`src/rtl/adc_sin_meas_pkg.sv`:
```
// Shared types and threshold helpers for the ADC sine measurement block.
// Pure definitions: no latency, no flow control.
package adc_sin_meas_pkg;

  typedef enum logic [1:0] {
    IDLE,
    ARMED,
    RUN_HIGH,
    RUN_LOW
  } state_t;

  function automatic int unsigned mid_of(input int unsigned data_w);
    return 32'd1 << (data_w - 1);
  endfunction

  function automatic int unsigned lo_th(input int unsigned data_w, input int unsigned hyst);
    return mid_of(data_w) - hyst;
  endfunction

  function automatic int unsigned hi_th(input int unsigned data_w, input int unsigned hyst);
    return mid_of(data_w) + hyst;
  endfunction

endpackage

```
`src/rtl/adc_sin_meas_peak.sv`:
```
// Running max/min tracker; restart loads both with the current sample.
// One-cycle registered update, no backpressure (caller qualifies with update/restart).
module sin_peak_track #(
  parameter int DATA_W = 14
) (
  input  logic              clk,
  input  logic              rst_n,
  input  logic              clear,
  input  logic              restart,
  input  logic              update,
  input  logic [DATA_W-1:0] sample,
  output logic [DATA_W-1:0] max_val,
  output logic [DATA_W-1:0] min_val
);

  always_ff @(posedge clk or negedge rst_n) begin
    if (!rst_n) begin
      max_val <= '0;
      min_val <= '1;
    end else if (clear) begin
      max_val <= '0;
      min_val <= '1;
    end else if (restart) begin
      max_val <= sample;
      min_val <= sample;
    end else if (update) begin
      if (sample > max_val) max_val <= sample;
      if (sample < min_val) min_val <= sample;
    end
  end

endmodule

```
`src/rtl/adc_sin_meas.sv`:
```
// Rising mid-scale crossing detector with hysteresis; reports period and peak-to-peak per cycle.
// Result one cycle after the crossing sample; no backpressure, samples qualified by adc_valid.
module adc_sin_meas
  import adc_sin_meas_pkg::*;
#(
  parameter int DATA_W = 14,
  parameter int HYST   = 64,
  parameter int CNT_W  = 24
) (
  input  logic              clk,
  input  logic              rst_n,
  output logic              adc_clk,
  input  logic [DATA_W-1:0] adc_data,
  input  logic              adc_valid,
  input  logic              clear,
  output logic [CNT_W-1:0]  period,
  output logic [DATA_W-1:0] vpp,
  output logic              meas_valid,
  output logic              no_signal
);

  localparam logic [DATA_W-1:0] LO_TH   = DATA_W'(lo_th(DATA_W, HYST));
  localparam logic [DATA_W-1:0] HI_TH   = DATA_W'(hi_th(DATA_W, HYST));
  localparam logic [CNT_W-1:0]  CNT_MAX = '1;

  state_t            state;
  logic [CNT_W-1:0]  cnt;
  logic [CNT_W-1:0]  cnt_inc;
  logic              is_low;
  logic              is_high;
  logic              crossing;
  logic              tracking;
  logic              cnt_hit;
  logic              timeout;
  logic [DATA_W-1:0] pk_max;
  logic [DATA_W-1:0] pk_min;

  assign adc_clk  = clk;
  assign is_low   = adc_data < LO_TH;
  assign is_high  = adc_data > HI_TH;
  assign crossing = adc_valid && is_high && (state == ARMED || state == RUN_LOW);
  assign tracking = (state == RUN_HIGH) || (state == RUN_LOW);
  assign cnt_inc  = (cnt == CNT_MAX) ? cnt : cnt + CNT_W'(1);
  assign cnt_hit  = (cnt_inc == CNT_MAX);
  assign timeout  = adc_valid && !crossing && (state != IDLE) && cnt_hit;

  sin_peak_track #(.DATA_W(DATA_W)) u_peak (
    .clk     (clk),
    .rst_n   (rst_n),
    .clear   (clear || timeout),
    .restart (!clear && crossing),
    .update  (!clear && adc_valid && tracking && !crossing),
    .sample  (adc_data),
    .max_val (pk_max),
    .min_val (pk_min)
  );

  always_ff @(posedge clk or negedge rst_n) begin
    if (!rst_n) begin
      state      <= IDLE;
      cnt        <= '0;
      period     <= '0;
      vpp        <= '0;
      meas_valid <= 1'b0;
      no_signal  <= 1'b0;
    end else begin
      meas_valid <= 1'b0;
      if (clear) begin
        state     <= IDLE;
        cnt       <= '0;
        no_signal <= 1'b0;
      end else if (adc_valid) begin
        case (state)
          IDLE: begin
            if (is_low) begin
              state <= ARMED;
              cnt   <= '0;
            end
          end
          default: begin
            // The crossing sample opens the new period, so old max/min are reported as-is
            if (crossing) begin
              if (state == RUN_LOW) begin
                period     <= cnt;
                vpp        <= pk_max - pk_min;
                meas_valid <= 1'b1;
              end
              state <= RUN_HIGH;
              cnt   <= CNT_W'(1);
            end else if (cnt_hit) begin
              no_signal <= 1'b1;
              state     <= IDLE;
              cnt       <= '0;
            end else begin
              cnt <= cnt_inc;
              if (state == RUN_HIGH && is_low) state <= RUN_LOW;
            end
          end
        endcase
      end
    end
  end

endmodule

```
`config.mk`:
```
export PLATFORM = sky130hd
export DESIGN_NAME = adc_sin_meas
export DESIGN_NICKNAME = d
export VERILOG_FILES = /design/src/rtl/adc_sin_meas_pkg.sv /design/src/rtl/adc_sin_meas_peak.sv /design/src/rtl/adc_sin_meas.sv
export SDC_FILE = /design/constraint.sdc
export NUM_CORES = 1
export LEC_CHECK = 0
export ABC_AREA = 1
export CAP_MARGIN = 20
export CORE_UTILIZATION = 60
export CTS_CLUSTER_SIZE = 10
export DETAILED_ROUTE_END_ITERATION = 16
export GPL_TIMING_DRIVEN = 0
export PLACE_DENSITY_LB_ADDON = 0.12
export SKIP_CTS_REPAIR_TIMING = 1
export SKIP_LAST_GASP = 1
export SYNTH_ARGS = -nofsm -noshare
export SYNTH_HDL_FRONTEND = slang
export SYNTH_HIERARCHICAL = 1
export SYNTH_SLANG_ARGS = --single-unit
```
`constraint.sdc`:
```
create_clock -name clk -period 4.36 [get_ports clk]
set_clock_uncertainty 0.2 [all_clocks]
set_input_delay 1.09 -clock clk [delete_from_list [all_inputs] [get_ports clk]]
set_output_delay 1.09 -clock clk [all_outputs]
set_load 0.05 [all_outputs]
```
==> summary.md, run 1 <==
| Metric | Value |
|---|---|
| Status | finished clean |
| Antenna violations before repair | 0 |
| Initial Util | 0.629 |
| Die X | 104 um |
| Drt first pass iters | 5 |
| Crit path DAT | 2810 ps |
| WL/cell | 14.8 um |
| Clock latency on the worst-skew pair | 490 ps |
| Hold Path Class | reg -> reg |
| Hold Vio Cnt, Final | 0 |
| Clock-pin slew on the worst setup and hold paths | 100 ps |
| TritonCTS clock tree | done |
| Yosys top cell by area | dfrtp_1 |
| Proportion of layout cells with a drive suffix above 1 | 0.0782 |
| Setup TNS | 0 ps |
| Largest net degree at the start of global routing | 56 |
| Via-to-Cell Ratio | 5.51 |
| Die area | 10800 um2 |
| Vias | 6012 |
| Max_cap viols | 0 |
| Dominant cells by area after synthesis | dfrtp_1 32%, nand2_1 18%, ha_1 8.2%, inv_1 7.1%, dfstp_2 5.9% |
| Delay-heaviest family, CP | buffers and inverters |
| Core Footprint | 9950 um2 |
| Ys Warns | 6 |
| Leak | 3.59 nW |
| Ant diodes | 0 |
| Cell area after placement | 7030 um2 |
| Port buffer count | 58 |
| Gpl congestion | 0.899 |
| Synth Register Bits | 94 |
| CP Buf/Inv Count | 4 |
| Total grt overflow | 0 |
| Final wirelength | 16200 um |
| GRT Overall Usage | 0.315 |
| Final Util | 0.732 |
| Most used DFF post-synth | dfrtp_1 |
| Library cells used by synthesis | 38 |
| Die Span Y | 104 um |
| Post-Syn Area | 6260 um2 |
| Initial DRC count | 424 |
| Area share of the largest cell type after synthesis | 0.320 |
| Post-synth ARST share | 1.00 |
| Peak supply drop | 0.330 mV |
| Wire length of the first global-routing pass | 27100 um |
| Syn Area/Cell | 7.11 um2 |
| CP Capture Type | output port |
| Worst path most repeated cell | clkbuf_8 |
| Placement Setup Slack | 104 ps |
| Critical Path, Cell by Cell | clkbuf_8 -> clkbuf_8 -> buf_4 -> dlymetal6s2s_1 |
| RSZ-0062 raised after global routing | no |
| Startpoint Class | clock port |
| Slowest-stage cell, CP | dlymetal6s2s_1 |
| EDFF count, synth | 0 |
| Std cell rows | 36 |
| Remaining DRCs | 0 |
| Nets | 1014 |
| DP Wirelength | 12500 um |
| Slew @ Worst Pin | 587 ps |
| Setup WS post-layout | 256 ps |
| Synth Instances | 881 |
| Seq/Total Area, Yosys | 0.378 |
| CP max stage delay | 300 ps |
| Syn_nets | 941 |
| Worst-path maximum fanout | 2 |
| Design Area, Final | 7280 um2 |
| Antenna Nets Post-Route | 0 |
| Power Density | 438 nW/um2 |
| Area delta synth->final | 16.3% |
| Final Slew Violations | 0 |
| Tot Pwr | 3.19 mW |
| Layout fillers | 792 |
| Relative slew slack | 0.609 |
| Worst path required time | 3070 ps |
| # IOs | 59 |
| Vias in the first global route | 6060 |
| CP Class | clk -> out |
| Setup-failing EPs final | 0 |
## layout by cell type (no fill, tap or decap), types with 5 or more instances in the layout
master,synthesis,layout
buf_6,5,5
clkdlybuf4s50_1,0,56
nand2_2,7,7
o21ai_0,63,63
inv_1,118,118
nand2_1,301,301
clkbuf_8,0,12
dfstp_2,14,14
nor2_2,10,10
o21ai_1,11,11
dfrtp_1,80,80
a21oi_1,26,26
xor2_1,11,11
nand3_1,59,59
ha_1,41,41
nor2_4,5,5
clkbuf_1,11,11
o22ai_1,5,5
nand4_1,14,14
nor2_1,62,62
## final cells by class
type | instances | area [um2] | area share
Clock inverter | 7 | 80.1 | 0.0110
Inverter | 120 | 453 | 0.0622
Timing Repair Buffer | 58 | 596 | 0.0818
Buffer | 23 | 136 | 0.0187
Clock buffer | 13 | 178 | 0.0244
Multi-Input combinational cell | 644 | 3300 | 0.454
Tap cell | 133 | 166 | 0.0229
Sequential cell | 94 | 2370 | 0.325
## power breakdown
part	switching, mW	internal [mW]	leakage, nW
Clock	0.398	0.354	0.129
Combinational	0.826	0.453	2.22
Sequential	0.114	1.05	1.24
## through the flow
| stage | instances | hold slack [ps] |
|---|---|---|
| floorplan | 881 | 249 |
| global placement | 1072 | 258 |
| detailed placement | 1073 | 264 |
| CTS | 1092 | 278 |
| global route | 1092 | 294 |
| finish | 1092 | 275 |
## sequential cells by signal (all words and copies together), names as in the netlist
name / cells
u_peak/min_val: 14
cnt: 24
no_signal: 1
u_peak/max_val: 14
period: 24
vpp: 14
meas_valid: 1
state: 2
## cell families after synthesis
logic type                 synth area share
buffers and inverters                0.0941
and+or+nand+nor                       0.325
DFF                                   0.378
AOI/OAI and AO/OA                    0.0963
xor gates and xnor gates             0.0210
adders and majority gates            0.0851
## final timing paths
kind	start	to	cells past startpoint	slack, ps
min reg2reg	u_peak/min_val[2]	u_peak/min_val[2]	2	280
min	u_peak/min_val[2]	u_peak/min_val[2]	2	280
max reg2reg	cnt[0]	u_peak/min_val[7]	19	770
max	clk	adc_clk	4	260
max in group asynchronous	rst_n	u_peak/min_val[10]	2	2890
min in group asynchronous	rst_n	cnt[8]	1	370
## cells in the mapped netlist (2+ instances only)
cell type / count
a21oi_1: 26
a31oi_1: 3
and3_1: 2
buf_2: 4
buf_4: 2
buf_6: 5
clkbuf_1: 11
dfrtp_1: 80
dfstp_2: 14
ha_1: 41
inv_1: 118
nand2_1: 301
nand2_2: 7
nand2_4: 3
nand3_1: 59
nand3_4: 2
nand3b_1: 3
nand4_1: 14
nor2_1: 62
nor2_2: 10
nor2_4: 5
nor3_1: 2
o21ai_0: 63
o21ai_1: 11
o21bai_1: 2
o22ai_1: 5
o31ai_1: 2
xnor2_1: 4
xor2_1: 11
## worst reg2reg max path: cells and delay by family (launching register included)
kind,cells,cell delay (ps)
adder cells (fa/ha/maj),1,270
buffers and inverters,3,580
flip-flops,1,500
AND/OR/NAND/NOR,15,1960
## per-layer routing
metal / GRT usage / up-vias / part of all wire
li1: - / 2949 / -
met1: 0.353 / 2804 / 0.40
met2: 0.561 / 201 / 0.51
met3: 0.0495 / 58 / 0.048
met4: 0.191 / 0 / 0.043
met5: 0 / - / 0
Power figures use the tool's default switching activity.
==> inputs of run 2 (changes only) <==
CTS_BUF_LIST = sky130_fd_sc_hd__clkbuf_8   (was unset)
==> results of run 2 <==
Final layout, timing and power as in run 1 (identical DEF).
